==> config.mk <==
export PLATFORM = sky130hd
export DESIGN_NAME = trace_dispatcher
export DESIGN_NICKNAME = d
export VERILOG_FILES = /design/src/rtl/cache_sim_pkg.sv /design/src/rtl/cmd_fifo.sv /design/src/rtl/trace_dispatcher.sv
export SDC_FILE = /design/constraint.sdc
export NUM_CORES = 1
export LEC_CHECK = 0
export CAP_MARGIN = 20
export CELL_PAD_IN_SITES_DETAIL_PLACEMENT = 1
export CELL_PAD_IN_SITES_GLOBAL_PLACEMENT = 1
export CORE_ASPECT_RATIO = 0.8
export CORE_MARGIN = 2
export CORE_UTILIZATION = 50
export DETAILED_ROUTE_END_ITERATION = 8
export PLACE_DENSITY_LB_ADDON = 0.08
export SETUP_SLACK_MARGIN = 0.05
export SLEW_MARGIN = 10
export SYNTH_ARGS = -nofsm -noshare
export SYNTH_HDL_FRONTEND = slang
export SYNTH_HIERARCHICAL = 1
export SYNTH_SLANG_ARGS = --single-unit
==> constraint.sdc <==
create_clock -name clk -period 7.6 [get_ports clk]
set_input_delay 1.9 -clock clk [delete_from_list [all_inputs] [get_ports clk]]
set_output_delay 1.9 -clock clk [all_outputs]
set_load 0.02 [all_outputs]
==> src/rtl/cache_sim_pkg.sv <==
// ----------------------------------------------------------------------------
// cache_sim_pkg : shared command codes and dispatcher state encoding
// Revision: 1.0
// ----------------------------------------------------------------------------
`default_nettype none

package cache_sim_pkg;

  localparam int DEFAULT_ADDR_BITS = 32;
  localparam int CMD_BITS          = 4;

  localparam logic [3:0] CMD_READ       = 4'd0;
  localparam logic [3:0] CMD_WRITE      = 4'd1;
  localparam logic [3:0] CMD_IFETCH     = 4'd2;
  localparam logic [3:0] CMD_INVALIDATE = 4'd3;
  localparam logic [3:0] CMD_SNOOP      = 4'd4;
  localparam logic [3:0] CMD_RESET      = 4'd8;
  localparam logic [3:0] CMD_PRINT      = 4'd9;

  typedef enum logic [2:0] {
    ST_IDLE       = 3'd0,
    ST_ISSUE_D    = 3'd1,
    ST_ISSUE_I    = 3'd2,
    ST_ISSUE_BOTH = 3'd3,
    ST_PRINT      = 3'd4,
    ST_DONE       = 3'd5
  } disp_state_t;

  // ST_IDLE doubles as the "illegal code" answer: such commands are dropped.
  function automatic disp_state_t route_cmd(input logic [3:0] code);
    case (code)
      CMD_READ, CMD_WRITE, CMD_INVALIDATE, CMD_SNOOP: return ST_ISSUE_D;
      CMD_IFETCH:                                     return ST_ISSUE_I;
      CMD_RESET:                                      return ST_ISSUE_BOTH;
      CMD_PRINT:                                      return ST_PRINT;
      default:                                        return ST_IDLE;
    endcase
  endfunction

endpackage

`default_nettype wire

==> src/rtl/cmd_fifo.sv <==
// ----------------------------------------------------------------------------
// cmd_fifo : synchronous FIFO with full/empty flags and occupancy count
// Revision: 1.0
// ----------------------------------------------------------------------------
`default_nettype none

module cmd_fifo #(
  parameter int DEPTH = 4,
  parameter int WIDTH = 36
) (
  input  logic                     clk,
  input  logic                     rst_n,
  input  logic                     i_push,
  input  logic [WIDTH-1:0]         i_wdata,
  input  logic                     i_pop,
  output logic [WIDTH-1:0]         o_rdata,
  output logic                     o_full,
  output logic                     o_empty,
  output logic [$clog2(DEPTH):0]   o_count
);

  localparam int                  PTR_BITS   = $clog2(DEPTH);
  localparam logic [PTR_BITS:0]   FULL_COUNT = (PTR_BITS+1)'(DEPTH);

  logic [WIDTH-1:0]    r_mem [DEPTH];
  logic [PTR_BITS-1:0] r_wr_ptr;
  logic [PTR_BITS-1:0] r_rd_ptr;
  logic [PTR_BITS:0]   r_count;
  logic                w_do_push;
  logic                w_do_pop;

  assign w_do_push = i_push && (r_count != FULL_COUNT);
  assign w_do_pop  = i_pop  && (r_count != '0);

  always_ff @(posedge clk) begin
    if (w_do_push) begin
      r_mem[r_wr_ptr] <= i_wdata;
    end
  end

  // Pointers wrap naturally because DEPTH is a power of two.
  always_ff @(posedge clk or negedge rst_n) begin
    if (!rst_n) begin
      r_wr_ptr <= '0;
      r_rd_ptr <= '0;
      r_count  <= '0;
    end else begin
      if (w_do_push) begin
        r_wr_ptr <= r_wr_ptr + 1'b1;
      end
      if (w_do_pop) begin
        r_rd_ptr <= r_rd_ptr + 1'b1;
      end
      case ({w_do_push, w_do_pop})
        2'b10:   r_count <= r_count + 1'b1;
        2'b01:   r_count <= r_count - 1'b1;
        default: r_count <= r_count;
      endcase
    end
  end

  assign o_rdata = r_mem[r_rd_ptr];
  assign o_full  = (r_count == FULL_COUNT);
  assign o_empty = (r_count == '0);
  assign o_count = r_count;

endmodule

`default_nettype wire

==> src/rtl/trace_dispatcher.sv <==
// ----------------------------------------------------------------------------
// trace_dispatcher : buffers trace commands and issues them in order to caches
// Revision: 1.0
// ----------------------------------------------------------------------------
`default_nettype none

module trace_dispatcher
  import cache_sim_pkg::*;
#(
  parameter int ADDR_BITS  = DEFAULT_ADDR_BITS,
  parameter int FIFO_DEPTH = 4
) (
  input  logic                 clk,
  input  logic                 reset_n,
  input  logic                 cmd_valid,
  output logic                 cmd_ready,
  input  logic [3:0]           cmd,
  input  logic [ADDR_BITS-1:0] cmd_addr,
  input  logic                 trace_end,
  output logic                 dc_req,
  output logic [3:0]           dc_cmd,
  output logic [ADDR_BITS-1:0] dc_addr,
  input  logic                 dc_ack,
  output logic                 ic_req,
  output logic [3:0]           ic_cmd,
  output logic [ADDR_BITS-1:0] ic_addr,
  input  logic                 ic_ack,
  output logic                 print_req,
  output logic                 done,
  output logic [15:0]          illegal_cnt,
  output logic                 busy
);

  localparam int ENTRY_BITS = CMD_BITS + ADDR_BITS;

  disp_state_t                r_state;
  disp_state_t                w_state_nxt;
  logic                       r_end_flag;

  logic                       r_dc_req;
  logic [3:0]                 r_dc_cmd;
  logic [ADDR_BITS-1:0]       r_dc_addr;
  logic                       r_ic_req;
  logic [3:0]                 r_ic_cmd;
  logic [ADDR_BITS-1:0]       r_ic_addr;
  logic                       r_print_req;
  logic                       r_done;
  logic [15:0]                r_illegal_cnt;

  logic                       w_dc_req_nxt;
  logic [3:0]                 w_dc_cmd_nxt;
  logic [ADDR_BITS-1:0]       w_dc_addr_nxt;
  logic                       w_ic_req_nxt;
  logic [3:0]                 w_ic_cmd_nxt;
  logic [ADDR_BITS-1:0]       w_ic_addr_nxt;
  logic                       w_print_req_nxt;
  logic                       w_done_nxt;
  logic [15:0]                w_illegal_cnt_nxt;

  logic                       w_push;
  logic                       w_pop;
  logic [ENTRY_BITS-1:0]      w_fifo_rdata;
  logic                       w_fifo_full;
  logic                       w_fifo_empty;
  logic [$clog2(FIFO_DEPTH):0] w_fifo_count;
  logic [3:0]                 w_head_cmd;
  logic [ADDR_BITS-1:0]       w_head_addr;
  disp_state_t                w_head_route;

  assign cmd_ready = !w_fifo_full && !r_end_flag && (r_state != ST_DONE);
  assign w_push    = cmd_valid && cmd_ready;

  cmd_fifo #(
    .DEPTH (FIFO_DEPTH),
    .WIDTH (ENTRY_BITS)
  ) u_cmd_fifo (
    .clk     (clk),
    .rst_n   (reset_n),
    .i_push  (w_push),
    .i_wdata ({cmd, cmd_addr}),
    .i_pop   (w_pop),
    .o_rdata (w_fifo_rdata),
    .o_full  (w_fifo_full),
    .o_empty (w_fifo_empty),
    .o_count (w_fifo_count)
  );

  assign w_head_cmd   = w_fifo_rdata[ENTRY_BITS-1 -: CMD_BITS];
  assign w_head_addr  = w_fifo_rdata[ADDR_BITS-1:0];
  assign w_head_route = route_cmd(w_head_cmd);

  always_ff @(posedge clk or negedge reset_n) begin
    if (!reset_n) begin
      r_state       <= ST_IDLE;
      r_end_flag    <= 1'b0;
      r_dc_req      <= 1'b0;
      r_dc_cmd      <= '0;
      r_dc_addr     <= '0;
      r_ic_req      <= 1'b0;
      r_ic_cmd      <= '0;
      r_ic_addr     <= '0;
      r_print_req   <= 1'b0;
      r_done        <= 1'b0;
      r_illegal_cnt <= '0;
    end else begin
      r_state       <= w_state_nxt;
      if (trace_end) begin
        r_end_flag <= 1'b1;
      end
      r_dc_req      <= w_dc_req_nxt;
      r_dc_cmd      <= w_dc_cmd_nxt;
      r_dc_addr     <= w_dc_addr_nxt;
      r_ic_req      <= w_ic_req_nxt;
      r_ic_cmd      <= w_ic_cmd_nxt;
      r_ic_addr     <= w_ic_addr_nxt;
      r_print_req   <= w_print_req_nxt;
      r_done        <= w_done_nxt;
      r_illegal_cnt <= w_illegal_cnt_nxt;
    end
  end

  always_comb begin
    w_state_nxt       = r_state;
    w_pop             = 1'b0;
    w_dc_req_nxt      = r_dc_req;
    w_dc_cmd_nxt      = r_dc_cmd;
    w_dc_addr_nxt     = r_dc_addr;
    w_ic_req_nxt      = r_ic_req;
    w_ic_cmd_nxt      = r_ic_cmd;
    w_ic_addr_nxt     = r_ic_addr;
    w_print_req_nxt   = 1'b0;
    w_done_nxt        = r_done;
    w_illegal_cnt_nxt = r_illegal_cnt;

    case (r_state)
      ST_IDLE: begin
        if (!w_fifo_empty) begin
          w_pop       = 1'b1;
          w_state_nxt = w_head_route;
          case (w_head_route)
            ST_ISSUE_D: begin
              w_dc_req_nxt  = 1'b1;
              w_dc_cmd_nxt  = w_head_cmd;
              w_dc_addr_nxt = w_head_addr;
            end
            ST_ISSUE_I: begin
              w_ic_req_nxt  = 1'b1;
              w_ic_cmd_nxt  = w_head_cmd;
              w_ic_addr_nxt = w_head_addr;
            end
            ST_ISSUE_BOTH: begin
              w_dc_req_nxt  = 1'b1;
              w_dc_cmd_nxt  = w_head_cmd;
              w_dc_addr_nxt = w_head_addr;
              w_ic_req_nxt  = 1'b1;
              w_ic_cmd_nxt  = w_head_cmd;
              w_ic_addr_nxt = w_head_addr;
            end
            ST_PRINT: begin
              w_print_req_nxt = 1'b1;
            end
            default: begin
              w_state_nxt = ST_IDLE;
              if (r_illegal_cnt != 16'hFFFF) begin
                w_illegal_cnt_nxt = r_illegal_cnt + 16'd1;
              end
            end
          endcase
        end else if (r_end_flag) begin
          w_state_nxt = ST_DONE;
          w_done_nxt  = 1'b1;
        end
      end

      ST_ISSUE_D: begin
        if (dc_ack) begin
          w_dc_req_nxt = 1'b0;
          w_state_nxt  = ST_IDLE;
        end
      end

      ST_ISSUE_I: begin
        if (ic_ack) begin
          w_ic_req_nxt = 1'b0;
          w_state_nxt  = ST_IDLE;
        end
      end

      // Each side retires on its own ack; a late ack on a retired side is harmless.
      ST_ISSUE_BOTH: begin
        if (dc_ack) begin
          w_dc_req_nxt = 1'b0;
        end
        if (ic_ack) begin
          w_ic_req_nxt = 1'b0;
        end
        if (!w_dc_req_nxt && !w_ic_req_nxt) begin
          w_state_nxt = ST_IDLE;
        end
      end

      ST_PRINT: begin
        w_state_nxt = ST_IDLE;
      end

      ST_DONE: begin
        w_state_nxt = ST_DONE;
      end

      default: begin
        w_state_nxt = ST_IDLE;
      end
    endcase
  end

  assign dc_req      = r_dc_req;
  assign dc_cmd      = r_dc_cmd;
  assign dc_addr     = r_dc_addr;
  assign ic_req      = r_ic_req;
  assign ic_cmd      = r_ic_cmd;
  assign ic_addr     = r_ic_addr;
  assign print_req   = r_print_req;
  assign done        = r_done;
  assign illegal_cnt = r_illegal_cnt;
  assign busy        = ((r_state != ST_IDLE) && (r_state != ST_DONE)) || (w_fifo_count != '0);

endmodule

`default_nettype wire

==> key figures <==
Outcome
  • Status: finished clean

Route
  • Final ANT Viol Nets: 0
  • First-pass DRT Iterations: 4
  • Drt wl/cell: between 20 and 25 um
  • Vias/cell: 5.49
  • Total number of vias: 5092
  • Post-Route WL: 20.4 mm
  • Drt drc: 0
  • First DRT Iteration DRCs: 246

Final layout
  • Util after Layout: 0.631
  • Final net count: 700
  • Layout cells sized above 1: 0.224
  • Layout area overhead: 23.7%
  • # diodes: 0
  • Final Cell Area: 12000 um2

Clocking
  • Latest clock arrival within the worst-skew pair: 0.53 ns
  • Cts hold-fix bufs: 0
  • TritonCTS clock tree: built
  • Clock Pin Slew Worst Setup and Hold Paths: 0.06 ns
  • H-tree Lvls: 1
  • Post-CTS Setup Inserts: 0
  • PostCTS Resize Cnt: 0
  • Clk Tree Root Cell: clkbuf_16
  • CTS Sinks: between 200 and 250
  • Total CTS buffers: 25
  • Longest Clk Path Bufs: 3

Synthesis
  • Syn avg cell area: 19.1 um2
  • Synth area leaders: edfxtp_1 45%, dfrtp_1 27%, mux4_2 8.4%, mux2_2 6.1%, mux2_1 2.1%
  • Top FF cell, synth: edfxtp_1
  • Register area share after synthesis: 0.714
  • Most common cell in the netlist: edfxtp_1
  • Yosys cell types: 53
  • Largest area contributor in the netlist: edfxtp_1
  • Asr flop ratio synth: 0.417
  • Yosys top cell area share: 0.447
  • EDFF count, synth: 144
  • Net count after synthesis: 555
  • Post-synthesis register bit count: 247
  • Largest family of logic cells by synthesized area: multiplexers
  • Area share of fa/ha/maj cells after synthesis: 0.00983
  • XOR/XNOR Fraction of Synth Area: 0.0199
  • Mapped cell area: 9670 um2
  • Simple-Gate Fraction of Synth Area: 0.0485
  • YS warnings: 6
  • Compound-gate portion of the synthesized area: 0.0171
  • Mux contribution to synthesized area: 0.166
  • Post-synthesis instance total: 506
  • Most frequent cells after synthesis: 144 x edfxtp_1, 103 x dfrtp_1, 52 x mux2_2, 36 x mux4_2, 19 x xor2_1

Global routing
  • Vias in the first global route: 5581
  • Global-route wire length before repair: 31.9 mm
  • Global route overflow: 0
  • Total track usage: 0.203
  • Initial antenna violation count: 2
  • Largest net degree at the start of global routing: 65

Setup path
  • Worst Path Max Fanout: 9
  • Critical path endpoint category: primary output
  • Setup CP Type: reg -> out
  • Crit start category: flip-flop
  • CP peak stage delay: approximately 0.56 ns
  • Crit path DAT: approximately 2.0 ns
  • CP Data Required Time: 5.70 ns
  • Slowest CP cell: clkdlybuf4s50_1
  • Number of cells on the worst reg-to-reg path: 6
  • CP cell instances: nor4_1 > o21ai_0 > clkdlybuf4s50_1
  • CP startpoint: r_state[1]
  • Worst r2r src: u_cmd_fifo/r_rd_ptr[0]

STA
  • Worst hold slack: about 0.48 ns
  • Final hold vios: 0
  • Setup TNS: 0 ns
  • Maximum clock rate: around 0.26 GHz
  • Relative slew slack: 0.256
  • Max-slew violation count: 0
  • Clock skew: 0.00684 ns
  • Final worst path period share: 0.515
  • RSZ-0062 raised after global routing: no
  • Slew @ Worst Pin: 1.12 ns
  • Setup Viol. Count Final: 0
  • Fin crit period: between 3 and 4 ns

Placed design
  • GP Congestion: 0.700
  • Post-DP Area: 11200 um2
  • Port bufs: 135
  • Post-DP HPWL: 12.4 mm

Power
  • Pleak: 4.43 nW
  • Tot Pwr: 0.00474 W
  • VDD IR max: 0.000246 V
  • PwrDens: 396 nW/um2

Hold path
  • WHS Path Cells: 1
  • Hold path start: ic_cmd[0]
  • Worst min path class: reg -> reg

Flow run
  • Max-cap violations: 0

Floorplanning
  • Rows: 45
  • Die area: 20500 um2
  • I/O pins: 136
  • Die X: 159 um
  • Initial Utilization: 0.510
  • Area of the core: between 15000 and 20000 um2
  • Die Ht: 128 um
critical path, delay by kind of cell (launching register included):
family / cells / cell delay (ns)
flip-flops: 1 / 0.47
AND/OR/NAND/NOR: 1 / 0.31
AO/OA/AOI/OAI: 1 / 0.15
buffers and inverters: 1 / 0.56
routing by layer:
layer  up-vias  routed length (um)  global-route usage
met5         -                  13                   0
met4         2                 420              0.0519
met3        33                1030              0.0442
met2       135               10200               0.350
met1      2685                8710               0.268
li1       2237                   -                   -
logic make-up after synthesis:
logic type	after synthesis
compound gates	21
xor+xnor	22
fa+ha+maj	7
buf+inv	33
flops	247
mux	107
simple gates	69
power breakdown:
part | total (W) | internal [W] | leakage (nW) | switching [W]
logic | 0.00171 | 0.000874 | 1.51 | 0.000835
clock network | 0.00116 | 0.000655 | 0.380 | 0.000503
registers | 0.00187 | 0.00167 | 2.54 | 0.000208
metrics by stage:
| stage | setup slack (ns) | cells |
|---|---|---|
| 2_1_floorplan | 4.05 | 506 |
| 3_3_place_gp | 3.55 | 882 |
| 3_5_place_dp | 3.50 | 882 |
| 4_1_cts | 3.67 | 928 |
| 5_1_grt | 3.53 | 928 |
| 6_report | 3.69 | 928 |
state kept, by name, summed over array words and instances (netlist names):
| register | flops |
|---|---|
| dc_addr | 32 |
| dc_cmd | 4 |
| dc_req | 1 |
| done | 1 |
| ic_addr | 32 |
| ic_cmd | 4 |
| ic_req | 1 |
| illegal_cnt | 16 |
| print_req | 1 |
| r_end_flag | 1 |
| r_state | 3 |
| u_cmd_fifo/o_count | 3 |
| u_cmd_fifo/r_mem | 144 |
| u_cmd_fifo/r_rd_ptr | 2 |
| u_cmd_fifo/r_wr_ptr | 2 |
cells in the final DEF (no fill, tap or decap), types with 10 or more instances in the layout:
cell / n
clkbuf_16: 25
clkdlybuf4s50_1: 134
dfrtp_1: 101
edfxtp_1: 144
inv_1: 12
mux2_1: 18
mux2_2: 52
mux4_2: 36
nand2_1: 10
xor2_1: 19
final cells by class:
cell class	count	area (um2)
repair buffers	138	1370
clock inverters	13	104
flip-flops and latches	247	6900
clock buffers	33	666
well taps	258	323
multi-input cells	226	2540
inverters	13	53.8
fillers	1694	7010
worst paths after layout:
kind,slack (ns),end
max,3.69,busy
min,0.48,ic_cmd[0]
max reg2reg,4.20,dc_addr[30]
min reg2reg,0.48,ic_cmd[0]
max in group asynchronous,4.98,u_cmd_fifo/r_rd_ptr[0]
min in group asynchronous,1.35,r_end_flag
Note: power is estimated with default switching activity, not from simulation.
